===== config.mk =====
export PLATFORM = sky130hd
export DESIGN_NAME = fuzz_run_ctrl
export DESIGN_NICKNAME = d
export VERILOG_FILES = /design/src/rtl/fuzz_harness_pkg.sv /design/src/rtl/fuzz_lfsr64.sv /design/src/rtl/fuzz_run_ctrl.sv
export SDC_FILE = /design/constraint.sdc
export NUM_CORES = 1
export LEC_CHECK = 0
export BUFFER_PORTS_ARGS = -buffer_cell sky130_fd_sc_hd__buf_2
export CAP_MARGIN = 10
export CELL_PAD_IN_SITES_DETAIL_PLACEMENT = 1
export CELL_PAD_IN_SITES_GLOBAL_PLACEMENT = 2
export CORE_AREA = 2 2 240 242
export DETAILED_ROUTE_END_ITERATION = 6
export DIE_AREA = 0 0 242 244
export MAX_ROUTING_LAYER = met4
export PLACE_DENSITY_LB_ADDON = 0.1
export SLEW_MARGIN = 20
export SYNTH_ARGS = -nofsm -noshare
export SYNTH_HDL_FRONTEND = slang
export SYNTH_HIERARCHICAL = 1
export SYNTH_SLANG_ARGS = --single-unit
export TNS_END_PERCENT = 20

===== constraint.sdc =====
create_clock -name clk -period 2.24 [get_ports clk]
set_input_delay 0.224 -clock clk [delete_from_list [all_inputs] [get_ports clk]]
set_output_delay 0.224 -clock clk [all_outputs]
set_load 0.1 [all_outputs]

===== src/rtl/fuzz_harness_pkg.sv =====
// rtl/fuzz_harness_pkg.sv - shared types, polynomials and LFSR step for the fuzz harness
package fuzz_harness_pkg;

  typedef enum logic [1:0] {
    ST_IDLE,
    ST_DRIVE,
    ST_FLUSH,
    ST_DONE
  } run_state_t;

  localparam logic [63:0] LFSR_TAPS = 64'hD800_0000_0000_0000;
  localparam logic [31:0] MISR_POLY = 32'h04C1_1DB7;
  localparam int IN_W_DEF = 43;
  localparam int Y_W_DEF  = 246;

  function automatic logic [63:0] lfsr_step(input logic [63:0] s);
    return (s >> 1) ^ (s[0] ? LFSR_TAPS : 64'h0);
  endfunction

endpackage


===== src/rtl/fuzz_lfsr64.sv =====
// rtl/fuzz_lfsr64.sv - 64-bit right-shift Galois LFSR with synchronous load
module fuzz_lfsr64
  import fuzz_harness_pkg::*;
(
  input  logic        clk,
  input  logic        rst,
  input  logic        load,
  input  logic        advance,
  input  logic [63:0] seed,
  output logic [63:0] state
);

  always_ff @(posedge clk) begin
    if (rst) begin
      state <= 64'h0;
    end else if (load) begin
      state <= seed;
    end else if (advance) begin
      state <= lfsr_step(state);
    end
  end

endmodule


===== src/rtl/fuzz_run_ctrl.sv =====
// rtl/fuzz_run_ctrl.sv - sequences one A/B identity run: LFSR stimulus, flush, compare and MISR
module fuzz_run_ctrl
  import fuzz_harness_pkg::*;
#(
  parameter int          IN_W         = IN_W_DEF,
  parameter int          Y_W          = Y_W_DEF,
  parameter logic [63:0] SEED         = 64'h1,
  parameter int          FLUSH_CYCLES = 2
) (
  input  logic            clk,
  input  logic            rst,
  input  logic            start,
  input  logic [15:0]     num_vectors,
  output logic [IN_W-1:0] stim_o,
  input  logic [Y_W-1:0]  dut_a_y,
  input  logic [Y_W-1:0]  dut_b_y,
  output logic            busy,
  output logic            done,
  output logic [15:0]     mismatch_cnt,
  output logic            first_fail_valid,
  output logic [15:0]     first_fail_idx,
  output logic [31:0]     signature
);

  localparam logic [63:0] SEED_NZ = (SEED == 64'h0) ? 64'h1 : SEED;
  localparam int          PAD_W   = ((Y_W + 31) / 32) * 32;

  run_state_t  state, state_next;
  logic [15:0] remaining, remaining_next;
  logic [15:0] cmp_idx;
  logic        run_start, lfsr_load, lfsr_adv, stim_step;
  logic [63:0] lfsr_state, lfsr_next;
  logic        lfsr_unused;
  logic [PAD_W-1:0] y_pad;
  logic [31:0] fold, sig_next;
  logic        mismatch;

  fuzz_lfsr64 u_lfsr (
    .clk     (clk),
    .rst     (rst),
    .load    (lfsr_load),
    .advance (lfsr_adv),
    .seed    (SEED_NZ),
    .state   (lfsr_state)
  );

  // stim_o must already show vector k+1 in the cycle after vector k, so it
  // is loaded from the LFSR's next value while the LFSR itself advances.
  assign lfsr_next   = lfsr_step(lfsr_state);
  assign lfsr_unused = ^lfsr_next[63:IN_W];

  assign busy = (state == ST_DRIVE) || (state == ST_FLUSH);
  assign done = (state == ST_DONE);

  always_comb begin
    state_next     = state;
    remaining_next = remaining;
    run_start      = 1'b0;
    lfsr_load      = 1'b0;
    lfsr_adv       = 1'b0;
    stim_step      = 1'b0;
    case (state)
      ST_IDLE: begin
        if (start) begin
          run_start = 1'b1;
          lfsr_load = 1'b1;
          if (num_vectors != 16'd0) begin
            state_next     = ST_DRIVE;
            remaining_next = num_vectors;
          end else begin
            state_next     = ST_FLUSH;
            remaining_next = 16'(FLUSH_CYCLES);
          end
        end
      end
      ST_DRIVE: begin
        lfsr_adv = 1'b1;
        if (remaining == 16'd1) begin
          state_next     = ST_FLUSH;
          remaining_next = 16'(FLUSH_CYCLES);
        end else begin
          stim_step      = 1'b1;
          remaining_next = remaining - 16'd1;
        end
      end
      ST_FLUSH: begin
        if (remaining == 16'd1) begin
          state_next = ST_DONE;
        end else begin
          remaining_next = remaining - 16'd1;
        end
      end
      ST_DONE: state_next = ST_IDLE;
      default: state_next = ST_IDLE;
    endcase
  end

  // Zero-padded fold of A's output into one 32-bit word per cycle.
  always_comb begin
    y_pad = PAD_W'(dut_a_y);
    fold  = 32'h0;
    for (int i = 0; i < PAD_W / 32; i++) begin
      fold = fold ^ y_pad[i*32 +: 32];
    end
  end

  assign sig_next = {signature[30:0], 1'b0} ^ (signature[31] ? MISR_POLY : 32'h0) ^ fold;
  assign mismatch = (dut_a_y != dut_b_y);

  always_ff @(posedge clk) begin
    if (rst) begin
      state            <= ST_IDLE;
      remaining        <= 16'd0;
      stim_o           <= '0;
      cmp_idx          <= 16'd0;
      mismatch_cnt     <= 16'd0;
      first_fail_valid <= 1'b0;
      first_fail_idx   <= 16'd0;
      signature        <= 32'h0;
    end else begin
      state     <= state_next;
      remaining <= remaining_next;
      if (run_start) begin
        cmp_idx          <= 16'd0;
        mismatch_cnt     <= 16'd0;
        first_fail_valid <= 1'b0;
        first_fail_idx   <= 16'd0;
        signature        <= 32'h0;
        if (num_vectors != 16'd0) begin
          stim_o <= SEED_NZ[IN_W-1:0];
        end
      end else if (stim_step) begin
        stim_o <= lfsr_next[IN_W-1:0];
      end
      if (busy) begin
        signature <= sig_next;
        if (cmp_idx != 16'hFFFF) begin
          cmp_idx <= cmp_idx + 16'd1;
        end
        if (mismatch) begin
          if (mismatch_cnt != 16'hFFFF) begin
            mismatch_cnt <= mismatch_cnt + 16'd1;
          end
          if (!first_fail_valid) begin
            first_fail_valid <= 1'b1;
            first_fail_idx   <= cmp_idx;
          end
        end
      end
    end
  end

endmodule


; Word-level counts from Yosys, hierarchy flattened
; Cells that the tools add are included.
[totals]
in_bits = 511
regBits = 206
word_cells = 85
[op_classes]
eq_ne = 12
n_reduce_logical = 11
add_sub_neg = 3
bitwise = 10
mux = 39
[ops]
columns = cell, count
row1 = 246-bit != test, 1
row2 = 16-bit 2-to-1 mux, 15
row3 = 32-bit XOR, 7
row4 = 43-bit 2-to-1 mux, 3
row5 = 32-bit 2-to-1 mux, 2
row6 = 64-bit 2-to-1 mux, 1
row7 = 63-bit by 64-bit XOR with 64-bit output, 1
row8 = 16-bit one-hot mux with 3 select lines, 1
row9 = 16-bit by 1-bit adder with 16-bit output (second input constant), 2
row10 = 16-bit != test (second input constant), 2
row11 = 32-bit by 22-bit XOR with 32-bit output, 1
row12 = 32-bit by 27-bit XOR with 32-bit output, 1
row13 = 27-bit 2-to-1 mux, 1
row14 = 16-bit by 1-bit equality test with 1-bit output (second input constant), 1
row15 = 16-bit nonzero test, 1
row16 = 16-bit by 1-bit subtractor with 16-bit output (second input constant), 1
row17 = 1-bit 2-to-1 mux, 11
row18 = 2-bit 2-to-1 mux, 4
row19 = 2-bit one-hot mux with 4 select lines, 1
row20 = 2-bit by 1-bit != test with 1-bit output (second input constant), 3
row21 = 3-bit AND reduction, 2
row22 = 2-bit nonzero test, 3
row23 = 2-bit equality test (second input constant), 2
row24 = 2-bit != test (second input constant), 2
row25 = 6 further kinds, 6

; Depth between registers and ports, before layout
[depth]
ltp_word = 9
mapped_depth = 10
mapped_depth_nobuf = 9

; Hierarchy
; The synthesis kept the hierarchy.
[modules_own_cells]
columns = mod, instances, area_per_inst_um2, seq_area_each_um2, cells_each
row1 = fuzz_run_ctrl, 1, 11129.4, 2842.7, 1328
row2 = fuzz_lfsr64, 1, 3093.0, 1281.2, 289

; Worst setup path before layout
; Ideal clock, no wire load.
[synth_timing]
path_type = register to register
from = reg mismatch_cnt[2]
to = reg mismatch_cnt[9]
n_path_buf = 1
arrival_time_ps = 2642
stages_incl_launch_ff = 8
setup_slack_ps = -524
synth_period_minus_slack_ps = 2764
required_time_ps = 2117
path_cell_list = dfxtp_1 -> and3_1 -> nand3_1 -> nor3_1 -> and3_1 -> buf_2 -> nor4_1 -> a221o_2
[synth_via]
elab_chain_cells = 4
elab_cells_between_ends = 5
[synth_lines]
columns = item, line
row1 = start: declaration, fuzz_run_ctrl.sv:19  ; output logic [15:0] mismatch_cnt,
row2 = start signal: assignment, fuzz_run_ctrl.sv:142  ; mismatch_cnt <= mismatch_cnt + 16'd1;
row3 = 16-bit by 1-bit adder with 16-bit output / 16-bit != test (equally long branches), "fuzz_run_ctrl.sv:142, fuzz_run_ctrl.sv:141"
row4 = 16-bit 2-to-1 mux *, fuzz_run_ctrl.sv:141  ; if (mismatch_cnt != 16'hFFFF) begin
row5 = 16-bit 2-to-1 mux *, fuzz_run_ctrl.sv:140  ; if (mismatch) begin
row6 = 16-bit 2-to-1 mux *, fuzz_run_ctrl.sv:135  ; if (busy) begin
; Every way passes the cells marked *; elsewhere a longest branch is shown, timed or not.
; A chain may end at the register's enable or synchronous reset.

; Worst setup path after layout
[layout_timing]
from = in dut_b_y[55]
to = reg first_fail_idx[10]
[layout_via]
elab_chain_cells = 3
[layout_lines]
columns = item, line
row1 = start: declaration, fuzz_run_ctrl.sv:16  ; input logic [Y_W-1:0] dut_b_y,
row2 = 246-bit != test, fuzz_run_ctrl.sv:108  ; assign mismatch = (dut_a_y != dut_b_y);
row3 = 16-bit 2-to-1 mux, fuzz_run_ctrl.sv:140
row4 = 16-bit 2-to-1 mux, fuzz_run_ctrl.sv:135
row5 = end signal: assignment, fuzz_run_ctrl.sv:146  ; first_fail_idx <= cmp_idx;
row6 = end: declaration, fuzz_run_ctrl.sv:21  ; output logic [15:0] first_fail_idx,
; No other way between the ends.

==> flow_metrics.env <==
export IMPL_largest_incremental_delay_on_the_critical_path_ns=0.44
export IMPL_grt_pass1_vias=16700
export IMPL_grt_first_pass_wirelength_um=128000
export IMPL_initial_core_util_pct=25.3
export IMPL_dr_pass1_iters=5
export IMPL_io_pin_count=621
export IMPL_wl_per_cell_um=27.7
export IMPL_reg2reg_from="state[1]"
export IMPL_clock_sinks=206
export IMPL_worst_endpoint_required_ns=2.68
export IMPL_synthMostInstantiatedCell="xnor2_1"
export IMPL_synth_edff_count=0
export IMPL_number_of_clock_buffers_inserted_by_tritoncts=25
export IMPL_worst_setup_path_type="primary input to register"
export IMPL_crit_chain="buf_2 -> xnor2_1 -> nand4_1 -> nor4_1 -> nand4_1 -> o41ai_4 -> buf_4 -> buf_12 -> buf_12 -> o2111ai_1 -> o31ai_1"
export IMPL_ys_warn_count=6
export IMPL_p_leak_uw=0.00913
export IMPL_min_delay_path_class="primary input to register"
export IMPL_gp_congestion=1.09
export IMPL_insertion_delay_to_the_later_sink_of_the_worst_skew_pair_ns=0.55
export IMPL_drcViolationCount=0
export IMPL_die_area_mm2=0.0590
export IMPL_floorplan_die_width_um=242
export IMPL_yosys_top_cells_count="xnor2_1, dfxtp_1, nor2_1"
export IMPL_antenna_found_initial=69
export IMPL_synth_xor_area_share_pct=32.2
export IMPL_synth_lib_cells_used_distinct=66
export IMPL_post_layout_nonfiller_instances=3366
export IMPL_ctsRootBufferMaster="clkbuf_16"
export IMPL_multiplexer_area_fraction_after_synthesis_pct=4.51
export IMPL_synth_largest_type_area_fraction_pct=31.2
export IMPL_period_share_pct=99.1
export IMPL_clk_transition_reported_paths_ns=0.06
export IMPL_setup_viol=0
export IMPL_dpl_instance_area_mm2=0.0206
export IMPL_synth_area_top_cells="xnor2_1, dfxtp_1, mux2i_1"
export IMPL_synthesis_area_mm2=0.0142
export IMPL_grt_use_total_pct=31.6
export IMPL_timing_critical_path_buf_inv=4
export IMPL_tritoncts="built"
export IMPL_fmaxAchievable_mhz=451
export IMPL_share_of_synthesized_cell_area_in_and_or_nand_and_nor_gates_pct=16.5
export IMPL_final_cell_area_mm2=0.0217
export IMPL_yosys_area_share_adder_pct=0.704
export IMPL_synth_compound_area_share_pct=13.0
export IMPL_fp_dieH_um=244
export IMPL_postSynthRegisterBits=206
export IMPL_slew_headroom_pct=55.3
export IMPL_end_kind="register"
export IMPL_grt_max_degree=100
export IMPL_worstReg2RegEnd="cmp_idx[15]"
export IMPL_yosysTopAreaCell="xnor2_1"
export IMPL_preCtsSetupSlack_ns=-0.942
export IMPL_dp_hpwl_um=81600
export IMPL_numPortBuffers=620
export IMPL_initialDrtViolationCount=883
export IMPL_via_per_inst=4.75
export IMPL_ctsHtreeMaxLevel=1
export IMPL_outcome="completed"
export IMPL_floorplan_rows=87
export IMPL_vias=16000
export IMPL_synth_ff_type="dfxtp_1"
export IMPL_fin_worst_hold_slack_ns=0.0379
export IMPL_cts_max_path_buffers=3
export IMPL_num_nets_final=3075
export IMPL_postRouteAntennaNets=0
export IMPL_worst_setup_path_start_kind="primary input"
export IMPL_slew_viol_final=0
export IMPL_wl_um=93200
export IMPL_power_density_mw_per_mm2=1060
export IMPL_post_cts_hold_buffer_count=0
export IMPL_post_synth_cell_area_avg_um2=8.80
export IMPL_placeableCoreArea_mm2=0.0562
export IMPL_worstPathArrival_ns=2.66
export IMPL_timing_max_cap_violations=0
export IMPL_critical_path_top_delay_family="simple AND/OR/NAND/NOR gates"
export IMPL_placed_cells=3283
export IMPL_post_synth_inst_count=1617
export IMPL_fin_crit_ns=2.22
export IMPL_area_delta_synth_final_pct=52.8
export IMPL_worstHoldPathCells=3
export IMPL_reg2regPathDepth=8
export IMPL_regToRegSetupSlack_ns=0.15
export IMPL_clock_skew_final_ns=0.0220
export IMPL_leftover_overflow_at_the_end_of_global_routing=0
export IMPL_worstMarginPinSlew_ns=0.668
export IMPL_highest_delay_cell_along_the_critical_path="nor4_1"
export IMPL_worst_path_max_fanout=15
export IMPL_timing_hold_violations_final=0
export IMPL_yosysSeqAreaShare_pct=29.0
export IMPL_layout_setup_ws_ns=0.0210
export IMPL_min_delay_start="num_vectors[13]"
export IMPL_dominant_combinational_cell_family_by_area_after_synthesis="XOR/XNOR gates"
export IMPL_layout_drive_gt1_share_pct=40.0
export IMPL_terminating_pin_of_the_worst_hold_path="remaining[13]"
export IMPL_power_uw=23000
export IMPL_ir_worst_vdd_mv=0.733
export IMPL_postSynth_asyncResetShare_pct=0
[report_power, final]
group	internal (µW)	total [µW]	switching, µW
logic	4940	13500	8590
registers	4540	5490	944
clock network	2280	4020	1740
total	11800	23000	11300
[through the flow]
step                      util [%]  setup TNS [ns]
after floorplan                  -          -0.112
after global placement        36.7          -26.11
after detailed placement      36.7          -28.74
after CTS                     38.2               0
after global routing          38.7         -0.0299
final                         38.7               0
[registers in the layout (all words and copies together) (netlist names)]
register          cells
cmp_idx              16
first_fail_idx       16
state                 2
signature            32
first_fail_valid      1
remaining            16
u_lfsr/state         64
mismatch_cnt         16
stim_o               43
[worst max-delay path by stage]
stage	to	depth (start not counted)	from	slack, ns
global route	cmp_idx[15]	8	state[1]	-0.03
detailed placement	mismatch_cnt[9]	10	dut_b_y[19]	-0.94
CTS	mismatch_cnt[5]	11	dut_b_y[19]	0.003
global placement	mismatch_cnt[9]	10	dut_b_y[19]	-0.87
floorplan	signature[10]	7	signature[31]	-0.02
finish	first_fail_idx[10]	11	dut_b_y[55]	0.02
[metal layers]
layer	up-vias	global-route usage [%]	part of all wire, %
li1	7525	-	-
met5	-	-	0
met4	0	7.81	2.7
met2	556	52.7	48
met1	7775	38.9	43
met3	118	6.54	5.9
[layout by cell type, fill, tap and decap left out, types with 5 or more instances in the layout]
cell / n
a211oi_1: 65
a21oi_1: 41
a22oi_1: 52
a31oi_1: 7
and3_1: 31
buf_12: 15
buf_2: 617
buf_4: 299
clkbuf_16: 25
conb_1: 64
dfxtp_1: 193
dfxtp_2: 8
dfxtp_4: 5
diode_2: 39
ha_1: 6
inv_1: 17
mux2i_1: 63
nand2_1: 59
nand2b_1: 8
nand3_1: 14
nand4_1: 76
nor2_1: 132
nor2b_1: 62
nor3_1: 7
nor4_1: 22
nor4_4: 5
o2111ai_1: 17
o21ai_0: 31
o221ai_1: 6
or3_1: 5
xnor2_1: 494
xnor2_2: 11
xor2_1: 17
[cell type report]
class                   instances  area [µm²]
fillers                      6889       34400
diodes                         39        97.6
clock inverters                11         110
repair buffers                932        5640
inverters                      21        78.8
multi-input cells            1370       10000
flip-flops and latches        206        4150
clock buffers                  31         678
well taps                     756         946
[timing repair]
| action | in CTS | in global routing |
|---|---|---|
| endpoints found under the setup margin | 33 | 63 |
| pin swaps | 1 | 9 |
| setup buffers | 0 | 1 |
| gates resized for setup | 8 | 25 |
| gates cloned | 1 | 0 |
[cell families after synthesis]
logic type	after synthesis
compound gates	261
xor+xnor	523
fa+ha+maj	8
buf+inv	104
flops	206
mux	64
other cells	2
simple gates	449
[worst reg2reg max path, cell delays in order, from the launching register on]
cell       delay (ns)
dfxtp_1          0.37
inv_1            0.13
ha_4             0.37
buf_4            0.18
o2111ai_1        0.15
nor3_2           0.20
nand3_2          0.13
or3_1            0.32
a21oi_1          0.14
No activity file was read; power rests on OpenSTA's default activity.
